==> config.mk <==
export PLATFORM = sky130hd
export DESIGN_NAME = gpu_blit_sequencer_flat
export DESIGN_NICKNAME = d
export VERILOG_FILES = /design/src/rtl/gpu_blit_sequencer_if.sv /design/src/rtl/gpu_blit_sequencer.sv /design/src/flat_wrapper.sv
export SDC_FILE = /design/constraint.sdc
export NUM_CORES = 2
export LEC_CHECK = 0
export BUFFER_PORTS_ARGS = -buffer_cell sky130_fd_sc_hd__buf_2
export CAP_MARGIN = 10
export CORE_MARGIN = 2
export CORE_UTILIZATION = 40
export DETAILED_ROUTE_END_ITERATION = 8
export SLEW_MARGIN = 15
export SYNTH_ARGS = -nofsm -noshare
export SYNTH_HDL_FRONTEND = slang
export SYNTH_SLANG_ARGS = --single-unit
export TNS_END_PERCENT = 50
==> constraint.sdc <==
create_clock -name clk -period 18.2 [get_ports clk]
set_input_delay 0.91 -clock clk [delete_from_list [all_inputs] [get_ports clk]]
set_output_delay 0.91 -clock clk [all_outputs]
set_load 0.02 [all_outputs]
==> src/rtl/gpu_blit_sequencer_if.sv <==
// Bus bundle for the blit command front-end: CPU command port, position-generator
// handoff, address-stage config, pixel completion and status.
interface gpu_blit_sequencer_if;
    logic        cmd_valid;
    logic        cmd_ready;
    logic [31:0] cmd_src_base;
    logic [15:0] cmd_src_width;
    logic [15:0] cmd_x;
    logic [15:0] cmd_y;
    logic [15:0] cmd_width;
    logic [15:0] cmd_height;
    logic        gen_valid;
    logic        gen_ready;
    logic [15:0] gen_start_x;
    logic [15:0] gen_start_y;
    logic [15:0] gen_width;
    logic [15:0] gen_height;
    logic [31:0] cfg_base_address;
    logic [15:0] cfg_image_width;
    logic        px_done;
    logic        busy;
    logic        irq;
    logic        err;
    logic        err_clear;

    modport slave (
        input  cmd_valid, cmd_src_base, cmd_src_width, cmd_x, cmd_y, cmd_width, cmd_height,
        input  gen_ready, px_done, err_clear,
        output cmd_ready, gen_valid, gen_start_x, gen_start_y, gen_width, gen_height,
        output cfg_base_address, cfg_image_width, busy, irq, err
    );

    modport master (
        output cmd_valid, cmd_src_base, cmd_src_width, cmd_x, cmd_y, cmd_width, cmd_height,
        output gen_ready, px_done, err_clear,
        input  cmd_ready, gen_valid, gen_start_x, gen_start_y, gen_width, gen_height,
        input  cfg_base_address, cfg_image_width, busy, irq, err
    );
endinterface

==> src/rtl/gpu_blit_sequencer.sv <==
// Blit command front-end: queues CPU commands, issues one rectangle at a time to the
// position generator, holds source config while it runs and counts pixels to completion.
module gpu_blit_sequencer #(
    parameter int unsigned CMD_DEPTH = 4
) (
    input logic                 clk,
    input logic                 rst,
    gpu_blit_sequencer_if.slave bus
);
    localparam int unsigned AW = (CMD_DEPTH > 1) ? $clog2(CMD_DEPTH) : 1;
    localparam logic [AW:0] FULL_CNT = (AW + 1)'(CMD_DEPTH);

    typedef enum logic [1:0] {IDLE, ISSUE, DRAIN} state_t;

    typedef struct packed {
        logic [31:0] base;
        logic [15:0] pitch;
        logic [15:0] x;
        logic [15:0] y;
        logic [15:0] w;
        logic [15:0] h;
    } cmd_t;

    state_t        state_q, state_d;
    cmd_t          fifo_q [CMD_DEPTH];
    cmd_t          fifo_d [CMD_DEPTH];
    logic [AW-1:0] wr_ptr_q, wr_ptr_d, rd_ptr_q, rd_ptr_d;
    logic [AW:0]   cnt_q, cnt_d;
    cmd_t          cur_q, cur_d;
    logic [31:0]   total_q, total_d, pix_q, pix_d;
    logic          irq_q, irq_d, err_q, err_d;

    cmd_t          head, in_cmd;
    logic          full, empty, push, pop, head_zero, done;

    // Pop is held off during the irq cycle so blits are separated by one idle cycle.
    always_comb begin
        in_cmd    = {bus.cmd_src_base, bus.cmd_src_width, bus.cmd_x, bus.cmd_y,
                     bus.cmd_width, bus.cmd_height};
        head      = fifo_q[rd_ptr_q];
        full      = (cnt_q == FULL_CNT);
        empty     = (cnt_q == '0);
        push      = bus.cmd_valid && !full;
        pop       = (state_q == IDLE) && !empty && !irq_q;
        head_zero = (head.w == '0) || (head.h == '0);
        done      = (state_q == DRAIN) && ((pix_q + 32'(bus.px_done)) == total_q);
    end

    always_ff @(posedge clk or posedge rst) begin
        if (rst) begin
            state_q  <= IDLE;
            wr_ptr_q <= '0;
            rd_ptr_q <= '0;
            cnt_q    <= '0;
            cur_q    <= '0;
            total_q  <= '0;
            pix_q    <= '0;
            irq_q    <= 1'b0;
            err_q    <= 1'b0;
            for (int unsigned i = 0; i < CMD_DEPTH; i++) fifo_q[i] <= '0;
        end else begin
            state_q  <= state_d;
            wr_ptr_q <= wr_ptr_d;
            rd_ptr_q <= rd_ptr_d;
            cnt_q    <= cnt_d;
            cur_q    <= cur_d;
            total_q  <= total_d;
            pix_q    <= pix_d;
            irq_q    <= irq_d;
            err_q    <= err_d;
            fifo_q   <= fifo_d;
        end
    end

    always_comb begin
        state_d = state_q;
        case (state_q)
            IDLE:    if (pop && !head_zero) state_d = ISSUE;
            ISSUE:   if (bus.gen_ready)     state_d = DRAIN;
            DRAIN:   if (done)              state_d = IDLE;
            default:                        state_d = IDLE;
        endcase
    end

    always_comb begin
        fifo_d   = fifo_q;
        wr_ptr_d = wr_ptr_q;
        rd_ptr_d = rd_ptr_q;
        cnt_d    = cnt_q;
        if (push) begin
            fifo_d[wr_ptr_q] = in_cmd;
            wr_ptr_d         = wr_ptr_q + 1'b1;
        end
        if (pop) rd_ptr_d = rd_ptr_q + 1'b1;
        case ({push, pop})
            2'b10:   cnt_d = cnt_q + 1'b1;
            2'b01:   cnt_d = cnt_q - 1'b1;
            default: cnt_d = cnt_q;
        endcase
    end

    // Zero-area heads are popped and discarded without touching the latched command.
    always_comb begin
        cur_d   = cur_q;
        total_d = total_q;
        pix_d   = pix_q;
        irq_d   = done;
        err_d   = err_q;
        if (pop && !head_zero) begin
            cur_d   = head;
            total_d = 32'(head.w) * 32'(head.h);
            pix_d   = '0;
        end else if ((state_q != IDLE) && bus.px_done) begin
            pix_d = pix_q + 32'd1;
        end
        if ((state_q == IDLE) && bus.px_done) err_d = 1'b1;
        else if (bus.err_clear)               err_d = 1'b0;
    end

    always_comb begin
        bus.cmd_ready        = !full;
        bus.gen_valid        = (state_q == ISSUE);
        bus.busy             = (state_q != IDLE);
        bus.gen_start_x      = cur_q.x;
        bus.gen_start_y      = cur_q.y;
        bus.gen_width        = cur_q.w;
        bus.gen_height       = cur_q.h;
        bus.cfg_base_address = cur_q.base;
        bus.cfg_image_width  = cur_q.pitch;
        bus.irq              = irq_q;
        bus.err              = err_q;
    end
endmodule

==> src/flat_wrapper.sv <==
// flat-port wrapper written by rule: the top's interface ports become plain ports
module gpu_blit_sequencer_flat 
#(
    parameter int unsigned CMD_DEPTH = 4
)
  (clk, rst, bus_cmd_valid, bus_cmd_src_base, bus_cmd_src_width, bus_cmd_x, bus_cmd_y, bus_cmd_width, bus_cmd_height, bus_gen_ready, bus_px_done, bus_err_clear, bus_cmd_ready, bus_gen_valid, bus_gen_start_x, bus_gen_start_y, bus_gen_width, bus_gen_height, bus_cfg_base_address, bus_cfg_image_width, bus_busy, bus_irq, bus_err);
  gpu_blit_sequencer_if bus_i ();
  input logic clk;
  input logic rst;
  input wire logic [$bits(bus_i.cmd_valid)-1:0] bus_cmd_valid;
  input wire logic [$bits(bus_i.cmd_src_base)-1:0] bus_cmd_src_base;
  input wire logic [$bits(bus_i.cmd_src_width)-1:0] bus_cmd_src_width;
  input wire logic [$bits(bus_i.cmd_x)-1:0] bus_cmd_x;
  input wire logic [$bits(bus_i.cmd_y)-1:0] bus_cmd_y;
  input wire logic [$bits(bus_i.cmd_width)-1:0] bus_cmd_width;
  input wire logic [$bits(bus_i.cmd_height)-1:0] bus_cmd_height;
  input wire logic [$bits(bus_i.gen_ready)-1:0] bus_gen_ready;
  input wire logic [$bits(bus_i.px_done)-1:0] bus_px_done;
  input wire logic [$bits(bus_i.err_clear)-1:0] bus_err_clear;
  output wire logic [$bits(bus_i.cmd_ready)-1:0] bus_cmd_ready;
  output wire logic [$bits(bus_i.gen_valid)-1:0] bus_gen_valid;
  output wire logic [$bits(bus_i.gen_start_x)-1:0] bus_gen_start_x;
  output wire logic [$bits(bus_i.gen_start_y)-1:0] bus_gen_start_y;
  output wire logic [$bits(bus_i.gen_width)-1:0] bus_gen_width;
  output wire logic [$bits(bus_i.gen_height)-1:0] bus_gen_height;
  output wire logic [$bits(bus_i.cfg_base_address)-1:0] bus_cfg_base_address;
  output wire logic [$bits(bus_i.cfg_image_width)-1:0] bus_cfg_image_width;
  output wire logic [$bits(bus_i.busy)-1:0] bus_busy;
  output wire logic [$bits(bus_i.irq)-1:0] bus_irq;
  output wire logic [$bits(bus_i.err)-1:0] bus_err;
  assign bus_i.cmd_valid = bus_cmd_valid;
  assign bus_i.cmd_src_base = bus_cmd_src_base;
  assign bus_i.cmd_src_width = bus_cmd_src_width;
  assign bus_i.cmd_x = bus_cmd_x;
  assign bus_i.cmd_y = bus_cmd_y;
  assign bus_i.cmd_width = bus_cmd_width;
  assign bus_i.cmd_height = bus_cmd_height;
  assign bus_i.gen_ready = bus_gen_ready;
  assign bus_i.px_done = bus_px_done;
  assign bus_i.err_clear = bus_err_clear;
  assign bus_cmd_ready = bus_i.cmd_ready;
  assign bus_gen_valid = bus_i.gen_valid;
  assign bus_gen_start_x = bus_i.gen_start_x;
  assign bus_gen_start_y = bus_i.gen_start_y;
  assign bus_gen_width = bus_i.gen_width;
  assign bus_gen_height = bus_i.gen_height;
  assign bus_cfg_base_address = bus_i.cfg_base_address;
  assign bus_cfg_image_width = bus_i.cfg_image_width;
  assign bus_busy = bus_i.busy;
  assign bus_irq = bus_i.irq;
  assign bus_err = bus_i.err;
  gpu_blit_sequencer #(.CMD_DEPTH(CMD_DEPTH)) u_core (.clk(clk), .rst(rst), .bus(bus_i));
endmodule
; ---- Yosys cells after proc, flatten, opt, wreduce, memory -nomap -nowiden
; Cells that the tools add are included.
[classes]
n_addsub = 6
multipliers = 1
n_lt_le_gt_ge = 3
n_eq_ne = 9
mux = 15
bitwise_logic = 2
reduce_logical = 22
[op_table]
columns = operator, n
row1 = $bwmux W448, 1
row2 = $mux W112, 3
row3 = $bmux W112 S2, 1
row4 = $demux W112 S2, 1
row5 = $mux W32, 2
row6 = $add A32 B1 Y32, 1
row7 = $add A32 B1 Y32 const B, 1
row8 = $eq A32 B32 Y1, 1
row9 = $logic_not A16 Y1, 2
row10 = $mul A16 B16 Y32, 1
row11 = $logic_and A1 B1 Y1, 8
row12 = $reduce_bool A2 Y1, 4
row13 = $ge A3 B3 Y1 const B, 2
row14 = $mux W2, 3
row15 = $not A2 Y3, 2
row16 = $pmux W2 S3, 1
row17 = $pmux W3 S2, 1
row18 = $add A2 B1 Y2 const B, 2
row19 = $eq A2 B1 Y1 const B, 2
row20 = $eq A2 B2 Y1 const B, 2
row21 = $logic_not A1 Y1, 4
row22 = $ne A2 B2 Y1 const B, 2
row23 = $add A3 B1 Y3 const B, 1
row24 = $eq A3 B3 Y1 const B, 1
row25 = 8 further kinds, 9
[totals]
regBits = 635
in_bits = 118
out_inout_bits = 117
elab_cells = 96

; ---- Logic depth before layout (Yosys ltp)
[logic_depth]
word_depth = 10
mapped_depth = 27
ltp_nobuf = 22

; ---- Least setup slack after synthesis
; OpenSTA, ideal clock, no wires.
[synth_path]
path_type = reg2reg
start = register u_core.rd_ptr_q[1]
end = register u_core.total_q[30]
setup_time_ns = 0.134
arrival_time_ns = 7.574
t_required_ns = 18.066
setup_slack_ns = 10.493
stages_incl_launch_ff = 28
path_buffers = 5
synth_period_minus_slack_ns = 7.707
cell_sequence = dfrtp_1 clkbuf_1 buf_1 clkbuf_1 buf_2 mux2i_1 nand2_1 o21ai_1 nor2_1 fa_1 inv_1 fa_1 fa_1 fa_1 inv_1 fa_1 inv_1 fa_1 inv_1 ha_1 clkbuf_1 nand3_1 nor4_1 or2_2 o21ai_0 o311ai_0 o21a_1 o211ai_1
[synth_via]
elab_chain_cells = 8
elab_cells_between_ends = 10
cone_classes = 1 x mul / 3 x mux / 1 x bitwise / 5 x reduce/logical
[synth_rtl]
columns = element, line_no
row1 = "start, declared", gpu_blit_sequencer.sv:27  ; logic [AW-1:0] wr_ptr_q, wr_ptr_d, rd_ptr_q, rd_ptr_d;
row2 = "start signal, assigned", gpu_blit_sequencer.sv:64  ; rd_ptr_q <= rd_ptr_d;
row3 = $not A2 Y3 (not written as such) *, gpu_blit_sequencer.sv:40  ; head = fifo_q[rd_ptr_q];
row4 = $bmux W112 S2 *, gpu_blit_sequencer.sv:40
row5 = $mux W112 (not written as such) * (2 in series), gpu_blit_sequencer.sv:40
row6 = "parallel branches: the longest is 4 deep, another holds $mul A16 B16 Y32", --
row7 = "end signal, assigned", gpu_blit_sequencer.sv:67  ; total_q <= total_d;
row8 = "end, declared", gpu_blit_sequencer.sv:30  ; logic [31:0] total_q, total_d, pix_q, pix_d;
; Mark *: on every way between the ends. The select of a mux whose other input is x is not followed.
; A chain may end at the register's enable or synchronous reset.

; ---- Worst setup path in the final report
; Ends and elaborated chain as after synthesis.

==> flow_summary_export.csv <==
group,metric,value,unit
floorplan,die_h,307,um
timing,fin_tns_setup,0,ns
floorplan,core_area,0.0912,sq mm
timing,fin_skew,0.0469,ns
critical_path,crit_buf_inv,5,
layout,area_delta_synth_final,13.3,%
yosys,synth_nets,3541,
yosys,synth-seq-cells,635,
routing,drt_pass1_iterations,5,
placement,place.gp.congestion,0.900,
grt,grt_pass1_wl,148000,um
job,cap_viol_max_count,0,
routing,drt_iter0_drc,1451,
yosys,synth_compound_area_share,3.41,%
placement,placedInstanceArea,0.0390,sq mm
critical_path,cpPeakStageDelay,0.94,ns
critical_path,cp.arrival,8.94,ns
floorplan,fp.dieArea,0.0941,sq mm
yosys,synth_top_area_share,43.4,%
routing,vias_per_cell,5.36,
routing,wl_per_cell,20.5,um
clock_network,post_cts_buffers,0,
floorplan,dieWidth,307,um
critical_path,cp_top_family,"adder cells",
timing,period_minus_slack,8.41,ns
clock_network,cts.hold.buffers_added,0,
critical_path,path_cells,"buf_12 -> mux4_2 -> nand2_1 -> fa_1 -> fa_1 -> fa_1 -> fa_1 -> inv_1 -> fa_1 -> inv_1 -> fa_1 -> inv_1 -> ha_1 -> nand3_1 -> nor4_1 -> or2_2 -> o21ai_0 -> buf_4 -> o311ai_0 -> o21a_1 -> o211ai_1",
routing,finalWirelength,93000,um
floorplan,initial_core_util,40.2,%
layout,final_core_util,45.5,%
placement,portBuffers,234,
clock_network,htree_levels,3,
yosys,yosys.area_share.simple,10.5,%
timing,rsz0062_at_grt,"false",
clock_network,cts_buffer_depth,3,
critical_path,start_kind,"register",
timing,report.final.slew_viol_count,0,
critical_path,path_max_fanout,103,
grt,antenna_found_initial,21,
outcome,status,"completed",
placement,dp_hpwl,62200,um
timing,tightest_slew,1.14,ns
clock_network,cts_tree,"done",
yosys,yosys.area_share.adder,14.5,%
clock_network,cts_resized,0,
timing,finalCritPeriodShare,46.2,%
yosys,synth_warnings,0,
layout,fin_nets,3720,
grt,first_global_vias,25400,
floorplan,ios,235,
yosys,synthArstFlopShare,100,%
yosys,synth_xor_area_share,2.22,%
grt,gr-total-overflow,0,
critical_path,crit_slowest_cell,"dfrtp_4",
yosys,synthFlopType,"dfrtp_1",
yosys,yosys.cell_types.count,66,
yosys,synth_top_family_by_area,"multiplexers",
yosys,synth_commonest_cells,"dfrtp_1 (635), nand2_1 (546), mux2_2 (464)",
timing,fmaxAchievable,0.119,GHz
clock_network,cts_made_buffers,73,
yosys,syn_area,0.0367,sq mm
routing,vias,24300,
critical_path,crit_top_cell,"fa_1",
timing,setup_viol,0,
routing,detail-route-antenna-nets,0,
grt,grt_max_degree,104,
timing,holdWs,0.404,ns
yosys,synth_most_common_cell,"dfrtp_1",
clock_network,clkTransAtPathRegs,0.06,ns
critical_path,end_kind,"register",
min_path,hold_class,"in2async",
clock_network,cts_root_buf,"clkbuf_16",
routing,drcViolationCount,0,
clock_network,cts_num_sinks,635,
critical_path,cp.required,18.72,ns
yosys,synth_seq_area_share,43.4,%
yosys,yosysTopAreaCell,"dfrtp_1",
floorplan,row_count,111,
layout,layout-drive-gt1-share,29.2,%
grt,grt_use_total,20.1,%
yosys,syn_inst,3116,
timing,max-slew-margin-rel,23.9,%
yosys,netlist_top_cells_area,"dfrtp_1 (43%), mux2_2 (14%), fa_1 (11%)",
yosys,synthMuxAreaShare,21.7,%
layout,finalInstanceArea,0.0415,sq mm
clock_network,clkLatencyLatePin,0.66,ns
critical_path,path_class,"reg2reg",
yosys,synth_edf_count,0,
timing,hold_violations,0,
yosys,avgSynthCellArea,11.8,sq um
layout make-up:
class,count,area (sq um)
Inverter,247,931
Fill cell,8420,49700
Clock inverter,22,345
Tap cell,1186,1480
Timing Repair Buffer,267,1430
Sequential cell,635,15900
Multi-Input combinational cell,2071,19200
Clock buffer,109,2200
Antenna cell,2,5.00
path summary, 6_finish.rpt:
| kind | end | start | cells past startpoint | slack, ns |
|---|---|---|---|---|
| max | u_core.total_q[30] | u_core.rd_ptr_q[1] | 21 | 9.79 |
| min | u_core.fifo_q[189] | rst | 2 | 0.40 |
| max reg2reg | u_core.total_q[30] | u_core.rd_ptr_q[1] | 21 | 9.79 |
| min reg2reg | u_core.bus.gen_width[2] | u_core.bus.gen_width[2] | 2 | 0.46 |
| max in group asynchronous | u_core.fifo_q[245] | rst | 5 | 14.83 |
| min in group clk | u_core.bus.err | bus_err_clear | 2 | 0.46 |
cells by family after synthesis:
family	after synthesis
buffers and inverters	410
AOI/OAI and AO/OA	195
adders and majority gates	307
muxes	597
xor gates and xnor gates	93
and+or+nand+nor	879
DFF	635
worst reg2reg max path: cells and delay by family (launching register included):
| family | cells | cell delay [ns] |
|---|---|---|
| adders and majority gates | 7 | 3.47 |
| AOI/OAI and AO/OA | 4 | 1.19 |
| DFF | 1 | 0.94 |
| and+or+nand+nor | 4 | 0.76 |
| buffers and inverters | 5 | 0.99 |
| muxes | 1 | 0.96 |
state kept, by name (all words and copies together), names as in the netlist, 32 cells and up:
signal                       count
u_core.fifo_q                  448
u_core.bus.cfg_base_address     32
u_core.pix_q                    32
u_core.total_q                  32
per-stage QoR:
step | setup slack (ns) | std cells
2_1_floorplan | 8.62 | 3116
5_1_grt | 9.30 | 4539
6_report | 9.79 | 4539
3_3_place_gp | 9.88 | 4406
3_5_place_dp | 9.75 | 4406
4_1_cts | 9.70 | 4537
routing by layer:
metal	global-route usage (%)	part of all wire, %	up-vias
li1	-	-	10900
met5	0	0.22	-
met2	32.9	48	586
met1	26.5	43	12600
met3	5.49	6.7	181
met4	5.10	2.4	32
placed cells by master, fill, tap and decap left out, types with 17 or more instances in the layout:
cell	n
mux2i_1	21
xnor2_1	59
a21o_1	17
buf_2	234
mux2_2	464
nor4_1	19
and2_1	73
a21oi_1	32
dfrtp_1	633
clkbuf_16	75
inv_1	246
nand4_1	24
xor2_1	34
ha_1	112
clkbuf_8	20
o21ai_0	56
nand2_1	542
nor3_1	21
fa_1	195
buf_4	32
mux4_2	112
nand3_1	24
nor2_1	113
Power is left out: the tool's default activity adds up to more than one toggle a clock period on the data nets, which glitch-free logic cannot reach.
